<file path="src/rtl/sc_onehot_pkg.sv">
// Shared types and width helpers for the one-hot lane encoder.
// Consumers: sc_onehot_lane_encoder (top) and its testbench.
package sc_onehot_pkg;

    typedef enum logic {
        IDLE = 1'b0,
        HOLD = 1'b1
    } state_t;

    // Bits needed to address a lane; never narrower than one bit.
    function automatic int lane_idx_w(input int lanes);
        return (lanes > 1) ? $clog2(lanes) : 1;
    endfunction

    // Bits needed for a counter that is loaded with hold_cycles-1.
    function automatic int hold_cnt_w(input int hold_cycles);
        return (hold_cycles > 1) ? $clog2(hold_cycles) : 1;
    endfunction

endpackage

</file>
<file path="src/rtl/sc_rise_edge.sv">
// Rising-edge detector: one history flop, pulse = level & ~previous level.
// History clears on reset so a level held through reset yields one pulse afterwards.
module sc_rise_edge (
    input  logic clk,
    input  logic rst,
    input  logic level,
    output logic rise
);

    logic prev;

    always_ff @(posedge clk) begin
        if (rst) begin
            prev <= 1'b0;
        end else begin
            prev <= level;
        end
    end

    assign rise = level & ~prev;

endmodule

</file>
<file path="src/rtl/sc_onehot_lane_encoder.sv">
// Registered one-hot lane word driven by left/right/load button edges with a hold-off window.
// Optional build macro SC_ONEHOT_LANE_WRAP_EN: moves past the outer lanes wrap instead of saturating.
module sc_onehot_lane_encoder
    import sc_onehot_pkg::*;
#(
    parameter int DATAWIDTH   = 4,
    parameter int HOLD_CYCLES = 4,
    parameter int RESET_LANE  = 0
) (
    input  logic                         CLOCK_50,
    input  logic                         RESET_InHigh,
    input  logic                         left_InHigh,
    input  logic                         right_InHigh,
    input  logic                         load_InHigh,
    input  logic [$clog2(DATAWIDTH)-1:0] index_In,
    output logic [DATAWIDTH-1:0]         data_out,
    output logic                         load_out,
    output logic                         busy_out
);

    localparam int CW = hold_cnt_w(HOLD_CYCLES);
    localparam logic [CW-1:0] HOLD_LOAD = CW'(HOLD_CYCLES - 1);
    localparam logic [DATAWIDTH-1:0] ONE_WORD = {{(DATAWIDTH-1){1'b0}}, 1'b1};
    localparam logic [DATAWIDTH-1:0] RESET_WORD = ONE_WORD << RESET_LANE;

`ifdef SC_ONEHOT_LANE_WRAP_EN
    localparam bit WRAP_EN = 1'b1;
`else
    localparam bit WRAP_EN = 1'b0;
`endif

    logic left_rise;
    logic right_rise;
    logic load_rise;

    state_t               state;
    state_t               state_nxt;
    logic [CW-1:0]        hold_cnt;
    logic [DATAWIDTH-1:0] word_nxt;
    logic                 accept;
    logic                 load_ok;
    logic                 move_left;
    logic                 move_right;
    logic                 left_ok;
    logic                 right_ok;

    sc_rise_edge u_left_edge (
        .clk   (CLOCK_50),
        .rst   (RESET_InHigh),
        .level (left_InHigh),
        .rise  (left_rise)
    );

    sc_rise_edge u_right_edge (
        .clk   (CLOCK_50),
        .rst   (RESET_InHigh),
        .level (right_InHigh),
        .rise  (right_rise)
    );

    sc_rise_edge u_load_edge (
        .clk   (CLOCK_50),
        .rst   (RESET_InHigh),
        .level (load_InHigh),
        .rise  (load_rise)
    );

    // Out-of-range load targets are dropped; opposing move edges cancel each other.
    assign load_ok    = load_rise && (32'(index_In) < 32'(DATAWIDTH));
    assign move_left  = left_rise && !right_rise;
    assign move_right = right_rise && !left_rise;
    assign left_ok    = WRAP_EN || !data_out[DATAWIDTH-1];
    assign right_ok   = WRAP_EN || !data_out[0];

    // Rotation equals a plain shift away from the edges, so one form serves both modes.
    always_comb begin
        word_nxt = data_out;
        accept   = 1'b0;
        if (state == IDLE) begin
            if (load_rise) begin
                if (load_ok) begin
                    accept   = 1'b1;
                    word_nxt = ONE_WORD << index_In;
                end
            end else if (move_left && left_ok) begin
                accept   = 1'b1;
                word_nxt = {data_out[DATAWIDTH-2:0], data_out[DATAWIDTH-1]};
            end else if (move_right && right_ok) begin
                accept   = 1'b1;
                word_nxt = {data_out[0], data_out[DATAWIDTH-1:1]};
            end
        end
    end

    always_ff @(posedge CLOCK_50) begin
        if (RESET_InHigh) begin
            state <= IDLE;
        end else begin
            state <= state_nxt;
        end
    end

    always_comb begin
        state_nxt = state;
        case (state)
            IDLE:    if (accept) state_nxt = HOLD;
            HOLD:    if (hold_cnt == '0) state_nxt = IDLE;
            default: state_nxt = IDLE;
        endcase
    end

    always_comb begin
        busy_out = (state == HOLD);
    end

    always_ff @(posedge CLOCK_50) begin
        if (RESET_InHigh) begin
            hold_cnt <= '0;
            data_out <= RESET_WORD;
            load_out <= 1'b0;
        end else begin
            load_out <= accept;
            data_out <= word_nxt;
            if (accept) begin
                hold_cnt <= HOLD_LOAD;
            end else if (state == HOLD && hold_cnt != '0) begin
                hold_cnt <= hold_cnt - 1'b1;
            end
        end
    end

endmodule

</file>
<file path="config.mk">
export PLATFORM = sky130hd
export DESIGN_NAME = sc_onehot_lane_encoder
export DESIGN_NICKNAME = d
export VERILOG_FILES = /design/src/rtl/sc_onehot_pkg.sv /design/src/rtl/sc_rise_edge.sv /design/src/rtl/sc_onehot_lane_encoder.sv
export SDC_FILE = /design/constraint.sdc
export NUM_CORES = 1
export LEC_CHECK = 0
export ABC_AREA = 1
export BUFFER_PORTS_ARGS = -buffer_cell sky130_fd_sc_hd__buf_2
export CORE_MARGIN = 8
export CORE_UTILIZATION = 25
export CTS_BUF_LIST = sky130_fd_sc_hd__clkbuf_16
export DETAILED_ROUTE_END_ITERATION = 8
export REMOVE_ABC_BUFFERS = 1
export SLEW_MARGIN = 5
export SYNTH_ARGS = -nofsm -noshare
export SYNTH_HDL_FRONTEND = slang
export SYNTH_SLANG_ARGS = --single-unit
</file>
<file path="constraint.sdc">
create_clock -name CLOCK_50 -period 2.77 [get_ports CLOCK_50]
set_clock_uncertainty 0.15 [all_clocks]
set_input_delay 0.554 -clock CLOCK_50 [delete_from_list [all_inputs] [get_ports CLOCK_50]]
set_output_delay 0.554 -clock CLOCK_50 [all_outputs]
set_load 0.1 [all_outputs]
</file>
# Word level (Yosys, flattened, before mapping)
# Index checks and enable logic that the tools add are counted.
# W data, S select, Z words.
[classes]
addsub = 1
mul = 0
n_div = 0
order_cmp = 0
eq_ne = 0
shifts = 1
mux = 12
n_bitwise = 7
n_reduce_logical = 14
[op_table]
columns = ["cell", "n"]
rows = [
  ["$mux W4", 3],
  ["$mux W1", 6],
  ["$logic_and A1 B1 Y1", 5],
  ["$logic_not A1 Y1", 4],
  ["$mux W2", 2],
  ["$not A1 Y1", 4],
  ["$reduce_bool A2 Y1", 2],
  ["$shl A1 B2 Y4 const A", 1],
  ["$and A1 B1 Y1", 3],
  ["$reduce_bool A3 Y1", 1],
  ["$logic_not A2 Y1", 1],
  ["$pmux W1 S2", 1],
  ["$reduce_and A2 Y1", 1],
  ["$sub A2 B1 Y2 const B", 1],
]
[word_totals]
ff_bits = 11
latchBits = 0
mem_bits_rw = 0
romBits = 0
input_bits = 7
output_inout_bits = 6
wordCells = 42
memories = 0

# Logic depth before layout (Yosys ltp)
# Gate-level depths: netlist of run 1.
[depth]
depth_word = 11
depth_mapped = 8
depth_no_buf = 8

# By module
# From an unflattened synthesis of run 1, not the netlist that was laid out.
[hier_totals]
hier_cells = 83
area_unflattened_um2 = 546.8
[by_module_without_submodules]
columns = ["mod", "n_inst", "cells_per_inst", "area_per_inst_um2", "seq_area_each_um2"]
rows = [
  ["sc_onehot_lane_encoder", 1, 71, 452.9, 160.2],
  ["sc_rise_edge", 3, 4, 31.3, 20.0],
]

# Worst setup path before layout of run 1
# No wires, ideal clock.
[synth_path]
kind = "flip-flop to flip-flop"
start = "reg state, in the netlist busy_out"
end = "reg hold_cnt[1]"
setup_time_ns = 0.125
arrival_ns = 1.748
required_ns = 2.495
path_slack_ns = 0.747
path_stages_with_launch = 7
path_buffers = 0
period_less_slack_ns = 2.023
path_cell_list = "dfxtp_1 -> inv_1 -> or2_1 -> inv_1 -> nand2_1 -> o211ai_1 -> o21ai_1"
[synth_via]
elab_chain_cells = 2
elab_cells_between_ends = 4
classes_between = "mux: 2; reduce/logical: 2"
[synth_lines]
columns = ["item", "line", "text"]
rows = [
  ["start: declaration", "sc_onehot_lane_encoder.sv:36", "state_t state;"],
  ["start signal: assignment", "sc_onehot_lane_encoder.sv:99", "state <= state_nxt;"],
  ["$mux W1 / $logic_and A1 B1 Y1 (equally long branches)", "sc_onehot_lane_encoder.sv:79, sc_onehot_lane_encoder.sv:126", ""],
  ["$mux W2 / $reduce_bool A2 Y1 (equally long branches)", "-", ""],
  ["end signal: assignment", "sc_onehot_lane_encoder.sv:127", "hold_cnt <= hold_cnt - 1'b1;"],
  ["end: declaration", "sc_onehot_lane_encoder.sv:38", "logic [CW-1:0] hold_cnt;"],
]
# Parallel ways exist; a longest one is shown, timed or not.
# A chain may end at the register's enable or synchronous reset.

# Final worst setup path of run 1
[layout_path]
start = "reg data_out[1]"
end = "out data_out[1]"
[layout_lines]
columns = ["item", "line", "text"]
rows = [
  ["start: declaration", "sc_onehot_lane_encoder.sv:16", "output logic [DATAWIDTH-1:0] data_out,"],
  ["start signal: assignment", "sc_onehot_lane_encoder.sv:123", "data_out <= word_nxt;"],
]
# No word-level cell between the ends.

==> run_summary.xml, run 1 <==
<?xml version="1.0" encoding="UTF-8"?>
<metrics>
  <group name="run_status">
    <metric name="status" unit="">complete, no violations</metric>
  </group>
  <group name="route">
    <metric name="drc_errors" unit="">0</metric>
    <metric name="via_count" unit="">550</metric>
    <metric name="vias_per_cell" unit="">4.26</metric>
    <metric name="dr.pass1.iters" unit="">4</metric>
    <metric name="initialDrtViolationCount" unit="">16</metric>
    <metric name="route.final.wire_length" unit="mm">1.40</metric>
    <metric name="wl_per_cell" unit="µm">10.8</metric>
    <metric name="antenna_left" unit="">0</metric>
  </group>
  <group name="cts">
    <metric name="worstSkewPairLatency" unit="ns">0.24</metric>
    <metric name="cts_tree" unit="">built</metric>
    <metric name="clock_tree.htree_level_count" unit="">1</metric>
    <metric name="post_cts.repair.setup_buffers" unit="">0</metric>
    <metric name="register_clock_pin_slew_on_the_reported_worst_setup_and_hold_paths" unit="ns">0.04</metric>
    <metric name="tritoncts_num_sinks" unit="">11</metric>
    <metric name="cts_made_buffers" unit="">3</metric>
    <metric name="cts-resized-gates" unit="">0</metric>
    <metric name="root_buffer" unit="">clkbuf_16</metric>
    <metric name="holdBufCountCts" unit="">0</metric>
    <metric name="clock_path_buffers" unit="">2</metric>
  </group>
  <group name="power">
    <metric name="overall_power_consumption" unit="µW">662</metric>
    <metric name="psw" unit="µW">245</metric>
    <metric name="power_per_cell_area" unit="mW/mm²">875</metric>
    <metric name="clock_power_share" unit="">0.392</metric>
    <metric name="power_report.internal_total" unit="µW">418</metric>
    <metric name="total_leakage_power" unit="µW">0.000410</metric>
    <metric name="power.share.switching" unit="">0.370</metric>
    <metric name="power_frac_seq" unit="">0.295</metric>
    <metric name="worst_ir_drop_vdd" unit="mV">0.379</metric>
    <metric name="power.combinational.fraction" unit="">0.313</metric>
  </group>
  <group name="worst_setup_path">
    <metric name="r2r_setup_slack" unit="ns">1.33</metric>
    <metric name="crit_path_cell_trace" unit="">buf_2</metric>
    <metric name="critical_path.slowest_cell" unit="">buf_2</metric>
    <metric name="timing_worst_setup_path_type" unit="">register to output pin</metric>
    <metric name="critical_path.startpoint_type" unit="">register</metric>
    <metric name="worst-endpoint-arrival" unit="ns">1.07</metric>
    <metric name="critPathTopFamily" unit="">buffers and inverters</metric>
    <metric name="path_buf_inv" unit="">1</metric>
    <metric name="worst-endpoint-required" unit="ns">2.07</metric>
    <metric name="setup.worst_path.end_class" unit="">output pin</metric>
    <metric name="slowest_delay" unit="ns">0.45</metric>
    <metric name="critPathMaxFanout" unit="">4</metric>
  </group>
  <group name="timing">
    <metric name="worst_slew_margin_rel" unit="">0.677</metric>
    <metric name="totalNegativeSetupSlack" unit="ns">0</metric>
    <metric name="tightestPinTransition" unit="ns">0.488</metric>
    <metric name="slew_violations" unit="">0</metric>
    <metric name="maxClockFrequency" unit="MHz">563</metric>
    <metric name="rsz0062_at_grt" unit="">false</metric>
    <metric name="final_min_period_over_clock_period" unit="">0.642</metric>
    <metric name="final_setup_violation_count" unit="">0</metric>
    <metric name="hold_violations" unit="">0</metric>
    <metric name="min_period" unit="ns">1.78</metric>
  </group>
  <group name="placement">
    <metric name="total_placed_cells_including_tap_cells" unit="">125</metric>
    <metric name="place.detailed.hpwl" unit="mm">1.06</metric>
    <metric name="number_of_buffers_inserted_by_port_buffering" unit="">12</metric>
    <metric name="place_congestion" unit="">0.759</metric>
    <metric name="placedInstanceArea" unit="µm²">678</metric>
  </group>
  <group name="final_layout">
    <metric name="layout_common_cells" unit="">18 x nand2_1, 16 x nor2_1, 15 x inv_1</metric>
    <metric name="fillCellCount" unit="">252</metric>
    <metric name="post_route_cells_drive_above_1_share" unit="">0.228</metric>
    <metric name="mostFrequentLayoutCell" unit="">nand2_1</metric>
    <metric name="final_nets" unit="">110</metric>
    <metric name="syn2layout_area_growth" unit="%">29.0</metric>
    <metric name="post-route-cell-area" unit="µm²">757</metric>
    <metric name="post_layout_nonfiller_instances" unit="">129</metric>
    <metric name="final_core_util" unit="">0.342</metric>
    <metric name="antenna_cells" unit="">0</metric>
  </group>
  <group name="floorplanning">
    <metric name="width_of_the_die" unit="µm">64.5</metric>
    <metric name="initial_utilization" unit="">0.265</metric>
    <metric name="dieHeight" unit="µm">64.5</metric>
    <metric name="ioPinCount" unit="">13</metric>
    <metric name="rows" unit="">17</metric>
    <metric name="placeable_area" unit="mm²">0.00221</metric>
    <metric name="fp.dieArea" unit="mm²">0.00415</metric>
  </group>
  <group name="logic_synthesis">
    <metric name="synth_seq_area_share" unit="">0.375</metric>
    <metric name="post_synth_instance_area" unit="µm²">587</metric>
    <metric name="synth-seq-cells" unit="">11</metric>
    <metric name="yosys.cell_types.count" unit="">17</metric>
    <metric name="synth.yosys.warnings" unit="">0</metric>
    <metric name="mean_syn_cell_area" unit="µm²">6.82</metric>
    <metric name="syn-instance-count" unit="">86</metric>
  </group>
  <group name="global_routing">
    <metric name="wire_length_of_the_first_global_routing_pass" unit="mm">2.40</metric>
    <metric name="initial_antenna_violation_count" unit="">0</metric>
    <metric name="number_of_global_route_vias_before_repair" unit="">530</metric>
    <metric name="grt.total_usage" unit="">0.0757</metric>
    <metric name="largest_net_degree_at_the_start_of_global_routing" unit="">10</metric>
    <metric name="globalRouteOverflowTotal" unit="">0</metric>
  </group>
  <group name="flow_run">
    <metric name="maxCapViolations" unit="">0</metric>
  </group>
  <group name="min_path">
    <metric name="hp-class" unit="">register to register</metric>
  </group>
</metrics>
-- logic make-up after synthesis --
kind of cell,share of synthesized area
AOI/OAI and AO/OA,0.0490
adders and majority gates,0.0213
buffers and inverters,0.115
DFF,0.375
and+or+nand+nor,0.439
-- area by class of cell --
| cell class | instances | area, µm² | share of cell area |
|---|---|---|---|
| multi-input combinational | 57 | 299 | 0.395 |
| sequential | 11 | 220 | 0.291 |
| clock buffer | 3 | 75.1 | 0.0992 |
| inverter | 17 | 63.8 | 0.0843 |
| timing repair buffer | 12 | 60.1 | 0.0793 |
| tap | 28 | 35.0 | 0.0463 |
| clock inverter | 1 | 3.75 | 0.00496 |
-- layer usage --
layer | global-route usage | vias to the layer above | part of all wire
met5 | 0 | - | 0
met1 | 0.0853 | 239 | 0.49
met3 | 0.0344 | 4 | 0.046
met4 | 0.0654 | 0 | 0.036
li1 | - | 295 | -
met2 | 0.106 | 12 | 0.42
-- state kept, by name, indices dropped and copies added (netlist names) --
register,cells
busy_out,1
data_out,4
hold_cnt,2
load_out,1
u_left_edge.prev,1
u_load_edge.prev,1
u_right_edge.prev,1
-- power by group through the flow --
stage / registers [µW] / logic, µW / clock network, µW
finish: 195 / 208 / 259
global route: 199 / 226 / 280
CTS: 195 / 209 / 271
detailed placement: 198 / 207 / 0
global placement: 197 / 204 / 0
floorplan: 284 / 81.7 / 0
-- path summary, 6_finish.rpt --
check | from | endpoint | depth (start not counted)
worst max-delay path | data_out[1] | data_out[1] | 1
worst max register to register | hold_cnt[0] | hold_cnt[1] | 7
worst min-delay path | data_out[0] | data_out[0] | 2
worst min register to register | data_out[0] | data_out[0] | 2
-- Yosys cell counts --
| cell | instances | area share |
|---|---|---|
| or2_1 | 1 | 0.011 |
| inv_2 | 3 | 0.019 |
| nand2_1 | 18 | 0.12 |
| a21oi_1 | 1 | 0.0085 |
| nand3_4 | 2 | 0.060 |
| nor2_4 | 2 | 0.038 |
| dfxtp_1 | 11 | 0.38 |
| o21ai_1 | 1 | 0.0085 |
| clkbuf_1 | 1 | 0.0064 |
| nor2_1 | 16 | 0.10 |
| nand2_4 | 1 | 0.019 |
| nand3_1 | 11 | 0.094 |
| inv_1 | 14 | 0.090 |
| ha_1 | 1 | 0.021 |
| o21ai_0 | 1 | 0.0085 |
| o211ai_1 | 1 | 0.013 |
| o22ai_1 | 1 | 0.011 |
-- per-stage QoR --
| step | hold slack [ns] | setup WS [ns] |
|---|---|---|
| floorplan | 0.333 | 0.750 |
| global placement | 0.372 | 1.24 |
| detailed placement | 0.381 | 1.21 |
| CTS | 0.388 | 0.974 |
| global route | 0.402 | 0.959 |
| finish | 0.382 | 0.993 |
Note: power is estimated with default switching activity, not from simulation.
==> inputs of run 2 (changes only) <==
--- a/config.mk
+++ b/config.mk
@@ -5,7 +5,7 @@
 export SDC_FILE = /design/constraint.sdc
 export NUM_CORES = 1
 export LEC_CHECK = 0
-export ABC_AREA = 1
+export ABC_AREA = 0
 export BUFFER_PORTS_ARGS = -buffer_cell sky130_fd_sc_hd__buf_2
 export CORE_MARGIN = 8
 export CORE_UTILIZATION = 25
==> constraint.sdc (replaced) <==
create_clock -name CLOCK_50 -period 1.6 [get_ports CLOCK_50]
set_clock_uncertainty 0.15 [all_clocks]
set_input_delay 0.32 -clock CLOCK_50 [delete_from_list [all_inputs] [get_ports CLOCK_50]]
set_output_delay 0.32 -clock CLOCK_50 [all_outputs]
set_load 0.1 [all_outputs]
==> run 2 against run 1 <==
Register-to-register slack got worse by 1.2 ns. Count of clock-buffer cells in the layout unchanged. Utilization rose by 3.9 points. Synthesized cell count fell by 29%. Critical endpoint is now busy_out. Setup slack worse by 0.91 ns. Largest cell class unchanged. Sequential power up 82%. Non-clock buffer count is 3 higher. Via count down 8.5%. Critical path type unchanged. Routed wire length is 4.8% lower.
==> run_summary.xml, run 2 <==
<?xml version="1.0" encoding="UTF-8"?>
<metrics>
  <group name="floorplanning">
    <metric name="width_of_the_die" unit="µm">64.7</metric>
    <metric name="placeable_area" unit="mm²">0.00223</metric>
    <metric name="initial_utilization" unit="">0.265</metric>
    <metric name="fp.dieArea" unit="mm²">0.00418</metric>
    <metric name="rows" unit="">17</metric>
    <metric name="dieHeight" unit="µm">64.7</metric>
    <metric name="ioPinCount" unit="">13</metric>
  </group>
  <group name="logic_synthesis">
    <metric name="synth_seq_area_share" unit="">0.372</metric>
    <metric name="ys_async_sr_fraction" unit="">0</metric>
    <metric name="mean_syn_cell_area" unit="µm²">9.70</metric>
    <metric name="yosysTopAreaCell" unit="">dfxtp_1</metric>
    <metric name="yosys.cell_types.count" unit="">29</metric>
    <metric name="synth.top_cells.by_count" unit="">11 x dfxtp_1, 5 x nor2b_1, 4 x a21oi_1, 4 x inv_1, 4 x nor3_1</metric>
    <metric name="yosys_most_used_dff" unit="">dfxtp_1</metric>
    <metric name="number_of_flops_mapped_to_enable_cells_by_yosys" unit="">0</metric>
    <metric name="post_synth_instance_area" unit="µm²">592</metric>
    <metric name="synth-seq-cells" unit="">11</metric>
    <metric name="yosys-top-cells-area" unit="">dfxtp_1 37%, a211oi_2 6.3%, nor2b_1 5.3%</metric>
    <metric name="yosysMostFrequentCell" unit="">dfxtp_1</metric>
    <metric name="synthDominantCellAreaShare" unit="">0.372</metric>
    <metric name="synth.yosys.warnings" unit="">0</metric>
    <metric name="syn-instance-count" unit="">61</metric>
  </group>
  <group name="power">
    <metric name="total_leakage_power" unit="µW">0.000340</metric>
    <metric name="worst_ir_drop_vdd" unit="mV">0.750</metric>
    <metric name="power_per_cell_area" unit="mW/mm²">1450</metric>
    <metric name="overall_power_consumption" unit="µW">1240</metric>
  </group>
  <group name="cts">
    <metric name="cts_tree" unit="">built</metric>
    <metric name="worstSkewPairLatency" unit="ns">0.24</metric>
    <metric name="cts-resized-gates" unit="">0</metric>
    <metric name="cts_made_buffers" unit="">3</metric>
    <metric name="root_buffer" unit="">clkbuf_16</metric>
    <metric name="post_cts.repair.setup_buffers" unit="">0</metric>
    <metric name="holdBufCountCts" unit="">0</metric>
    <metric name="clock_path_buffers" unit="">2</metric>
    <metric name="register_clock_pin_slew_on_the_reported_worst_setup_and_hold_paths" unit="ns">0.04</metric>
    <metric name="clock_tree.htree_level_count" unit="">1</metric>
    <metric name="tritoncts_num_sinks" unit="">11</metric>
  </group>
  <group name="final_layout">
    <metric name="syn2layout_area_growth" unit="%">43.8</metric>
    <metric name="reg.largest.list" unit="">data_out: 4 flops, hold_cnt: 2 flops</metric>
    <metric name="final_nets" unit="">86</metric>
    <metric name="layout_common_cells" unit="">11 x dfxtp_1, 7 x buf_2, 5 x inv_1, 5 x nor2b_1, 5 x buf_12</metric>
    <metric name="largest_reg_flops" unit="">4</metric>
    <metric name="mostFrequentLayoutCell" unit="">dfxtp_1</metric>
    <metric name="antenna_cells" unit="">0</metric>
    <metric name="post_route_cells_drive_above_1_share" unit="">0.351</metric>
    <metric name="largest-register" unit="">data_out</metric>
  </group>
  <group name="route">
    <metric name="dr.pass1.iters" unit="">3</metric>
    <metric name="via_count" unit="">503</metric>
    <metric name="initialDrtViolationCount" unit="">5</metric>
    <metric name="drc_errors" unit="">0</metric>
    <metric name="vias_per_cell" unit="">4.79</metric>
    <metric name="route.final.wire_length" unit="mm">1.33</metric>
    <metric name="antenna_left" unit="">0</metric>
    <metric name="wl_per_cell" unit="µm">12.7</metric>
  </group>
  <group name="worst_setup_path">
    <metric name="crit_path_cell_trace" unit="">buf_4 &gt; buf_12</metric>
    <metric name="critical_path.startpoint_type" unit="">register</metric>
    <metric name="reg2reg_to" unit="">data_out[0]</metric>
    <metric name="worst-endpoint-required" unit="ns">1.13</metric>
    <metric name="setup.worst_path.end_class" unit="">output pin</metric>
    <metric name="critical_path.slowest_cell" unit="">dfxtp_1</metric>
    <metric name="worstRegToRegCells" unit="">4</metric>
    <metric name="r2r_setup_slack" unit="ns">0.09</metric>
    <metric name="timing_worst_setup_path_type" unit="">register to output pin</metric>
    <metric name="worst-endpoint-arrival" unit="ns">1.04</metric>
    <metric name="slowest_delay" unit="ns">0.46</metric>
    <metric name="critPathMaxFanout" unit="">4</metric>
    <metric name="worst_r2r_startpoint" unit="">u_right_edge.prev</metric>
  </group>
  <group name="run_status">
    <metric name="status" unit="">complete, no violations</metric>
  </group>
  <group name="timing">
    <metric name="slew_violations" unit="">0</metric>
    <metric name="maxClockFrequency" unit="MHz">661</metric>
    <metric name="final_setup_violation_count" unit="">0</metric>
    <metric name="totalNegativeSetupSlack" unit="ns">0</metric>
    <metric name="min_period" unit="ns">1.51</metric>
    <metric name="rsz0062_at_grt" unit="">false</metric>
    <metric name="final_min_period_over_clock_period" unit="">0.946</metric>
    <metric name="worst_slew_margin_rel" unit="">0.678</metric>
    <metric name="hold_violations" unit="">0</metric>
    <metric name="tightestPinTransition" unit="ns">0.487</metric>
  </group>
  <group name="global_routing">
    <metric name="globalRouteOverflowTotal" unit="">0</metric>
    <metric name="wire_length_of_the_first_global_routing_pass" unit="mm">2.36</metric>
    <metric name="grt.total_usage" unit="">0.0727</metric>
    <metric name="initial_antenna_violation_count" unit="">0</metric>
    <metric name="largest_net_degree_at_the_start_of_global_routing" unit="">11</metric>
    <metric name="number_of_global_route_vias_before_repair" unit="">551</metric>
  </group>
  <group name="placement">
    <metric name="number_of_buffers_inserted_by_port_buffering" unit="">12</metric>
    <metric name="place_congestion" unit="">0.736</metric>
  </group>
  <group name="min_path">
    <metric name="hp-class" unit="">input pin to register</metric>
    <metric name="worst_hold_startpoint" unit="">load_InHigh</metric>
    <metric name="timing.hold.worst_endpoint" unit="">u_load_edge.prev</metric>
    <metric name="hold_path_depth" unit="">2</metric>
  </group>
  <group name="flow_run">
    <metric name="maxCapViolations" unit="">0</metric>
  </group>
</metrics>
[run 2: cell types whose count changed in the layout (fill, tap and decap cells not counted), sizes merged, moves of 2 or more]
cell    change
nand2b      +2
nor3        +4
inv        -13
nand3      -13
nor2b       +5
nor2       -16
buf         +3
a21oi       +3
a31o        +2
and2b       +2
a211oi      +3
nand2      -18
[run 2: report_power, final]
part           leakage [µW]  switching, µW  total, µW  internal (µW)
clock network     0.0000423            119        447            327
logic              0.000206            264        435            171
registers         0.0000916           43.6        354            311
[run 2: layout make-up]
type / instances / area [µm²]
fillers: 229 / 1380
multi-input cells: 43 / 344
flip-flops and latches: 11 / 220
repair buffers: 15 / 158
clock buffers: 3 / 75.1
well taps: 28 / 35.0
inverters: 4 / 15.0
clock inverters: 1 / 3.75
[run 2: per-layer routing]
metal / up-vias / track usage / wire (µm)
li1: 258 / - / -
met1: 233 / 0.0731 / 613
met2: 10 / 0.118 / 622
met3: 2 / 0.0326 / 70
met4: 0 / 0.0518 / 25
met5: - / 0 / 0
[run 2: metrics by stage]
stage / cell area, µm² / instances / hold WS [ns] / utilization / setup slack (ns)
2_1_floorplan: 579 / 58 / 0.235 / - / -0.577
3_3_place_gp: 772 / 101 / 0.394 / 0.346 / -0.0106
3_5_place_dp: 772 / 101 / 0.403 / 0.346 / -0.00963
4_1_cts: 851 / 105 / 0.159 / 0.381 / 0.0756
5_1_grt: 851 / 105 / 0.169 / 0.381 / 0.00454
6_report: 851 / 105 / 0.162 / 0.381 / 0.0864
[run 2: worst max path at each step]
stage                                 start     endpoint  cells after the start
after CTS                          busy_out     busy_out                      2
after global placement         right_InHigh  data_out[0]                      5
after floorplan                    busy_out     busy_out                      4
final                              busy_out     busy_out                      2
after detailed placement       right_InHigh  data_out[0]                      5
after global routing      u_right_edge.prev  data_out[1]                      4
[run 2: worst max-delay path, delay by kind of cell (launching register included)]
family	cells	cell delay, ns
buffers and inverters	2	0.34
DFF	1	0.46
[run 2: cell families after synthesis]
kind of cell               Yosys count  synth area share
adders and majority gates            1            0.0211
buffers and inverters                7            0.0465
xor gates and xnor gates             1            0.0148
AOI/OAI and AO/OA                   19             0.288
and+or+nand+nor                     22             0.258
DFF                                 11             0.372
